File: src/rtl/npu_bus_master_if.sv
// Command, response and NPU host-bus signals of npu_bus_master in one bundle.
// The master modport is the bus master's view; slave is the environment's view.
interface npu_bus_master_if #(
   parameter int CNT_W = 16
);
   logic             cmd_valid;
   logic             cmd_ready;
   logic [1:0]       cmd_op;
   logic [15:0]      cmd_addr;
   logic [31:0]      cmd_data;
   logic             rsp_valid;
   logic             rsp_ready;
   logic [31:0]      rsp_data;
   logic             rsp_timeout;
   logic [CNT_W-1:0] rsp_count;
   logic             npu_ena;
   logic             npu_wea;
   logic [15:0]      npu_addra;
   logic [31:0]      npu_dina;
   logic [31:0]      npu_douta;

   modport master (
      input  cmd_valid, cmd_op, cmd_addr, cmd_data, rsp_ready, npu_douta,
      output cmd_ready, rsp_valid, rsp_data, rsp_timeout, rsp_count,
             npu_ena, npu_wea, npu_addra, npu_dina
   );

   modport slave (
      output cmd_valid, cmd_op, cmd_addr, cmd_data, rsp_ready, npu_douta,
      input  cmd_ready, rsp_valid, rsp_data, rsp_timeout, rsp_count,
             npu_ena, npu_wea, npu_addra, npu_dina
   );
endinterface

File: src/rtl/npu_bus_master.sv
// Turns WRITE / READ / POLL commands into NPU host-bus cycles, one response each.
// Every output except cmd_ready is a flop loaded from next-state values.
module npu_bus_master #(
   parameter int POLL_TIMEOUT = 1024,
   parameter int CNT_W        = 16
) (
   input logic              clk,
   input logic              rst,
   npu_bus_master_if.master bus
);
   typedef enum logic [2:0] {
      S_IDLE, S_WR, S_RD_REQ, S_RD_WAIT, S_PL_REQ, S_PL_WAIT, S_RSP
   } state_t;

   localparam logic [CNT_W-1:0] CNT_MAX = CNT_W'(POLL_TIMEOUT);

   state_t           state, state_n;
   logic [15:0]      addr_q, addr_n;
   logic [31:0]      data_q, data_n;
   logic [CNT_W-1:0] cnt, cnt_n, cnt_inc;
   logic             ena_q, ena_n, wea_q, wea_n;
   logic [15:0]      addra_q, addra_n;
   logic [31:0]      dina_q, dina_n;
   logic             rv_q, rv_n, rto_q, rto_n;
   logic [31:0]      rd_q, rd_n;
   logic [CNT_W-1:0] rc_q, rc_n;
   logic             cmd_ready;

   assign cmd_ready       = (state == S_IDLE) && !rst;
   assign bus.cmd_ready   = cmd_ready;
   assign bus.npu_ena     = ena_q;
   assign bus.npu_wea     = wea_q;
   assign bus.npu_addra   = addra_q;
   assign bus.npu_dina    = dina_q;
   assign bus.rsp_valid   = rv_q;
   assign bus.rsp_data    = rd_q;
   assign bus.rsp_timeout = rto_q;
   assign bus.rsp_count   = rc_q;

   // Saturating so a POLL can never wrap the attempt count.
   assign cnt_inc = (cnt == CNT_MAX) ? cnt : cnt + 1'b1;

   always_ff @(posedge clk or posedge rst) begin
      if (rst) begin
         state   <= S_IDLE;
         addr_q  <= '0;
         data_q  <= '0;
         cnt     <= '0;
         ena_q   <= 1'b0;
         wea_q   <= 1'b0;
         addra_q <= '0;
         dina_q  <= '0;
         rv_q    <= 1'b0;
         rto_q   <= 1'b0;
         rd_q    <= '0;
         rc_q    <= '0;
      end else begin
         state   <= state_n;
         addr_q  <= addr_n;
         data_q  <= data_n;
         cnt     <= cnt_n;
         ena_q   <= ena_n;
         wea_q   <= wea_n;
         addra_q <= addra_n;
         dina_q  <= dina_n;
         rv_q    <= rv_n;
         rto_q   <= rto_n;
         rd_q    <= rd_n;
         rc_q    <= rc_n;
      end
   end

   // Strobe values are set on the edge that enters a strobe state, so the bus
   // sees them exactly during that state's cycle.
   always_comb begin
      state_n = state;
      addr_n  = addr_q;
      data_n  = data_q;
      cnt_n   = cnt;
      ena_n   = 1'b0;
      wea_n   = 1'b0;
      addra_n = '0;
      dina_n  = '0;
      rv_n    = rv_q;
      rto_n   = rto_q;
      rd_n    = rd_q;
      rc_n    = rc_q;
      unique case (state)
         S_IDLE: begin
            if (bus.cmd_valid && cmd_ready) begin
               addr_n  = bus.cmd_addr;
               data_n  = bus.cmd_data;
               cnt_n   = '0;
               ena_n   = 1'b1;
               addra_n = bus.cmd_addr;
               case (bus.cmd_op)
                  2'd0: begin
                     state_n = S_WR;
                     wea_n   = 1'b1;
                     dina_n  = bus.cmd_data;
                  end
                  2'd2:    state_n = S_PL_REQ;
                  default: state_n = S_RD_REQ;
               endcase
            end
         end
         S_WR: begin
            state_n = S_RSP;
            rv_n    = 1'b1;
            rd_n    = '0;
            rc_n    = '0;
            rto_n   = 1'b0;
         end
         S_RD_REQ: begin
            cnt_n   = cnt_inc;
            state_n = S_RD_WAIT;
         end
         S_RD_WAIT: begin
            state_n = S_RSP;
            rv_n    = 1'b1;
            rd_n    = bus.npu_douta;
            rc_n    = cnt;
            rto_n   = 1'b0;
         end
         S_PL_REQ: begin
            cnt_n   = cnt_inc;
            state_n = S_PL_WAIT;
         end
         S_PL_WAIT: begin
            if ((bus.npu_douta & data_q) != '0 || cnt == CNT_MAX) begin
               state_n = S_RSP;
               rv_n    = 1'b1;
               rd_n    = bus.npu_douta;
               rc_n    = cnt;
               rto_n   = ((bus.npu_douta & data_q) == '0);
            end else begin
               state_n = S_PL_REQ;
               ena_n   = 1'b1;
               addra_n = addr_q;
            end
         end
         S_RSP: begin
            if (bus.rsp_ready) begin
               state_n = S_IDLE;
               rv_n    = 1'b0;
            end
         end
         default: state_n = S_IDLE;
      endcase
   end
endmodule

File: src/flat_wrapper.sv
// flat-port wrapper written by rule: the top's interface ports become plain ports
module npu_bus_master_flat 
#(
   parameter int POLL_TIMEOUT = 1024,
   parameter int CNT_W        = 16
)
  (clk, rst, bus_cmd_valid, bus_cmd_op, bus_cmd_addr, bus_cmd_data, bus_rsp_ready, bus_npu_douta, bus_cmd_ready, bus_rsp_valid, bus_rsp_data, bus_rsp_timeout, bus_rsp_count, bus_npu_ena, bus_npu_wea, bus_npu_addra, bus_npu_dina);
  npu_bus_master_if #(.CNT_W(CNT_W)) bus_i ();
  input logic clk;
  input logic rst;
  input wire logic [$bits(bus_i.cmd_valid)-1:0] bus_cmd_valid;
  input wire logic [$bits(bus_i.cmd_op)-1:0] bus_cmd_op;
  input wire logic [$bits(bus_i.cmd_addr)-1:0] bus_cmd_addr;
  input wire logic [$bits(bus_i.cmd_data)-1:0] bus_cmd_data;
  input wire logic [$bits(bus_i.rsp_ready)-1:0] bus_rsp_ready;
  input wire logic [$bits(bus_i.npu_douta)-1:0] bus_npu_douta;
  output wire logic [$bits(bus_i.cmd_ready)-1:0] bus_cmd_ready;
  output wire logic [$bits(bus_i.rsp_valid)-1:0] bus_rsp_valid;
  output wire logic [$bits(bus_i.rsp_data)-1:0] bus_rsp_data;
  output wire logic [$bits(bus_i.rsp_timeout)-1:0] bus_rsp_timeout;
  output wire logic [$bits(bus_i.rsp_count)-1:0] bus_rsp_count;
  output wire logic [$bits(bus_i.npu_ena)-1:0] bus_npu_ena;
  output wire logic [$bits(bus_i.npu_wea)-1:0] bus_npu_wea;
  output wire logic [$bits(bus_i.npu_addra)-1:0] bus_npu_addra;
  output wire logic [$bits(bus_i.npu_dina)-1:0] bus_npu_dina;
  assign bus_i.cmd_valid = bus_cmd_valid;
  assign bus_i.cmd_op = bus_cmd_op;
  assign bus_i.cmd_addr = bus_cmd_addr;
  assign bus_i.cmd_data = bus_cmd_data;
  assign bus_i.rsp_ready = bus_rsp_ready;
  assign bus_i.npu_douta = bus_npu_douta;
  assign bus_cmd_ready = bus_i.cmd_ready;
  assign bus_rsp_valid = bus_i.rsp_valid;
  assign bus_rsp_data = bus_i.rsp_data;
  assign bus_rsp_timeout = bus_i.rsp_timeout;
  assign bus_rsp_count = bus_i.rsp_count;
  assign bus_npu_ena = bus_i.npu_ena;
  assign bus_npu_wea = bus_i.npu_wea;
  assign bus_npu_addra = bus_i.npu_addra;
  assign bus_npu_dina = bus_i.npu_dina;
  npu_bus_master #(.POLL_TIMEOUT(POLL_TIMEOUT), .CNT_W(CNT_W)) u_core (.clk(clk), .rst(rst), .bus(bus_i));
endmodule
File: config.mk
export PLATFORM = sky130hd
export DESIGN_NAME = npu_bus_master_flat
export DESIGN_NICKNAME = d
export VERILOG_FILES = /design/src/rtl/npu_bus_master_if.sv /design/src/rtl/npu_bus_master.sv /design/src/flat_wrapper.sv
export SDC_FILE = /design/constraint.sdc
export NUM_CORES = 1
export LEC_CHECK = 0
export ABC_AREA = 0
export ABC_CLOCK_PERIOD_IN_PS = 6550
export CORE_ASPECT_RATIO = 1.25
export CORE_MARGIN = 2
export CORE_UTILIZATION = 51
export DETAILED_ROUTE_END_ITERATION = 16
export GPL_TIMING_DRIVEN = 0
export PLACE_DENSITY = 0.89
export SETUP_SLACK_MARGIN = 0.3
export SLEW_MARGIN = 20
export SYNTH_ARGS = -nofsm -noshare
export SYNTH_HDL_FRONTEND = slang
export SYNTH_SLANG_ARGS = --single-unit
File: constraint.sdc
create_clock -name clk -period 6.55 [get_ports clk]
set_clock_uncertainty 0.2 [all_clocks]
set_input_delay 0.655 -clock clk [delete_from_list [all_inputs] [get_ports clk]]
set_output_delay 0.655 -clock clk [all_outputs]
set_load 0.03 [all_outputs]
==> metrics.csv <==
metric,value,unit
outcome,finished clean,
Num CTS Buffers,17,
Ports,187,
"EDFF count, synth",0,
row count,52,
Design Power,4290,uW
vias in the first global route,8220,
power per cell area,388,mW/mm^2
Syn Std Cell Area,0.00834,sq mm
Crit Path Category,reg2out,
vias,8358,
Multi-input gate area,0.00375,sq mm
antenna-violating nets left,0,
total of max-cap violations,0,
WP data required,5.69,ns
min Tclk post-route,3.34,ns
IO Port Bufs,186,
nets@finish,1184,
Fill cells,1176,
Post-synth ARST share,1.00,
post-synth top area share,0.501,
Slowest cell on crit path,clkdlybuf4s50_1,
sequential area share after synthesis,0.501,
Hold Path Class,reg2reg,
VDD IR-drop max,0.181,mV
Root Driver,clkbuf_16,
via density per instance,6.31,
Overall Global Routing Usage,0.313,
Int Pwr,2510,uW
Starting Density,0.519,
largest area contributor in the netlist,dfrtp_1,
combinational fraction of design power,0.406,
Synth cell types,48,
Sw Share,0.415,
most frequent cells in the layout,"nand2_1 (235), clkdlybuf4s50_1 (186), dfrtp_1 (167)",
Final Cycle Share,0.510,
Yosys reg bits,167,
total grt overflow,0,
global-route wire length before repair,43.1,mm
WP data arrival,2.48,ns
"commonest non-fill, non-tap cell in the layout",nand2_1,
Main synth FF type,dfrtp_1,
CTS tree,yes,
post_cts resized,0,
Final Hold Viols,0,
Die Span Y,147,microns
register area,0.00418,sq mm
Leak,0.00459,uW
largest driver fanout on the critical path,10,
core area,0.0161,sq mm
Clock Path Buffers,2,
worst rel slew slack,0.447,
DP Cell Count,1293,
die width,118,microns
DRT Pass-1 Iters,7,
number of DRC markers in iteration 0,1234,
Die Area,0.0174,sq mm
Post-Syn Nets,978,
final setup fails,0,
Pins Over Slew Limit,0,
final wirelength,27.4,mm
antenna violations before repair,1,
CP max stage delay,0.75,ns
syn avg cell area,9.37,sq um
pin count of the biggest net entering global routing,99,
wire length per cell,20.7,microns
cell chain of the critical path,clkbuf_1 > buf_1 > nor4_1 > clkdlybuf4s50_1,
"Setup Fix Bufs, Post-CTS",0,
Worst-path clk slew,0.06,ns
Least-Margin Pin Slew,0.823,ns
# clock sinks,167,
P_sw,1780,uW
Mapped Cells,890,
Area Growth Syn to Fin,32.7,%
fmax,299,MHz
dpl hpwl,19.5,mm
clock latency on the worst-skew pair,0.44,ns
clock share of power,0.225,
gpl congestion,0.967,
number of hold buffers added after cts,0,
largest cells by area after synthesis,"dfrtp_1 (50%), nand2_1 (11%), o221a_2 (4.9%)",
DRC Markers,0,
H-tree depth,4,
critical path launch point type,flip-flop,
CP Capture Type,output port,
Post-Route Utilization,0.688,
share of cells above drive strength 1,0.0777,
RSZ-0062 raised after global routing,false,
Post-Layout Cell Count,1324,
Flop pwr share,0.369,
YS warnings,0,
==> metrics by stage <==
step	setup TNS, ns	cell area, sq um	worst slack (ns)	hold WS [ns]
finish	0	11100	3.21	0.279
global placement	-174.77	10500	-1.05	0.259
detailed placement	0	10500	2.94	0.263
CTS	0	11100	3.23	0.279
global route	0	11100	3.05	0.297
floorplan	0	8340	1.18	0.246
==> routing by layer <==
metal | share of wire | vias to the layer above | track usage
li1 | - | 3662 | -
met1 | 0.36 | 3995 | 0.370
met2 | 0.49 | 557 | 0.519
met3 | 0.096 | 144 | 0.0780
met4 | 0.058 | 0 | 0.178
met5 | 0 | - | 0
==> state kept, by name, indices dropped and copies added, names as in the netlist <==
name                    cells
u_core.bus.npu_dina        32
u_core.bus.rsp_data        32
u_core.data_q              32
u_core.addr_q              16
u_core.bus.npu_addra       16
u_core.bus.rsp_count       16
u_core.cnt                 16
u_core.state                3
u_core.bus.npu_ena          1
u_core.bus.npu_wea          1
u_core.bus.rsp_timeout      1
u_core.bus.rsp_valid        1
==> synth_stat cells (2+ instances only) <==
| cell | number |
|---|---|
| a22o_1 | 18 |
| a22oi_1 | 14 |
| buf_2 | 10 |
| a31oi_1 | 15 |
| a21oi_1 | 13 |
| a211o_1 | 35 |
| buf_1 | 6 |
| nand4_1 | 40 |
| buf_6 | 3 |
| and2_1 | 37 |
| clkbuf_1 | 69 |
| ha_1 | 2 |
| or2_2 | 2 |
| nand2_1 | 235 |
| a21boi_0 | 2 |
| a211oi_1 | 3 |
| o221a_2 | 36 |
| o31ai_1 | 2 |
| inv_1 | 10 |
| nand3_1 | 20 |
| dfrtp_1 | 167 |
| nor2_1 | 34 |
| nor3_1 | 5 |
| o21ai_0 | 9 |
| nand2b_1 | 5 |
| o2111ai_1 | 13 |
| nor4_1 | 4 |
| nor2b_1 | 2 |
| or4_1 | 13 |
| nor4b_1 | 2 |
| and4_1 | 2 |
| o311ai_0 | 35 |
| xnor2_1 | 10 |
| o211ai_1 | 3 |
==> cells by family after synthesis <==
family,share of synthesized area
DFF,0.501
AOI/OAI and AO/OA,0.206
buffers and inverters,0.0483
muxes,0.00120
and+or+nand+nor,0.228
xor gates and xnor gates,0.0116
adders and majority gates,0.00300
==> power by group through the flow <==
stage          Sequential, uW  Clock (uW)  Combinational [uW]
6_report                 1580         966                1740
5_1_grt                  1610        1010                1880
4_1_cts                  1570         964                1710
3_5_place_dp             1590           0                1690
3_3_place_gp             1580           0                1640
2_1_floorplan            1700           0                 943
==> area by class of cell <==
cell class	instances	share of cell area
antenna	1	0.000226
buffer	88	0.0330
clock buffer	20	0.0413
clock inverter	10	0.00894
inverter	10	0.00407
multi-input combinational	625	0.339
sequential	167	0.378
tap	216	0.0244
timing repair buffer	187	0.171
==> worst paths after layout <==
check / from / end / slack (ns) / depth (start not counted)
hold reg to reg: u_core.addr_q[12] / u_core.addr_q[12] / 0.28 / 2
hold / removal: u_core.addr_q[12] / u_core.addr_q[12] / 0.28 / 2
max in group asynchronous: rst / u_core.bus.rsp_data[29] / 4.79 / 3
min in group asynchronous: rst / u_core.bus.npu_addra[3] / 0.53 / 2
setup / recovery: u_core.state[2] / bus_cmd_ready / 3.21 / 4
setup reg to reg: u_core.cnt[0] / u_core.bus.rsp_count[13] / 3.45 / 11
==> critical path, delay by kind of cell (launching register included) <==
family | cells | cell delay, ns
flops | 1 | 0.47
buf+inv | 3 | 1.29
simple gates | 1 | 0.30
(Power assumes the default switching activity.)
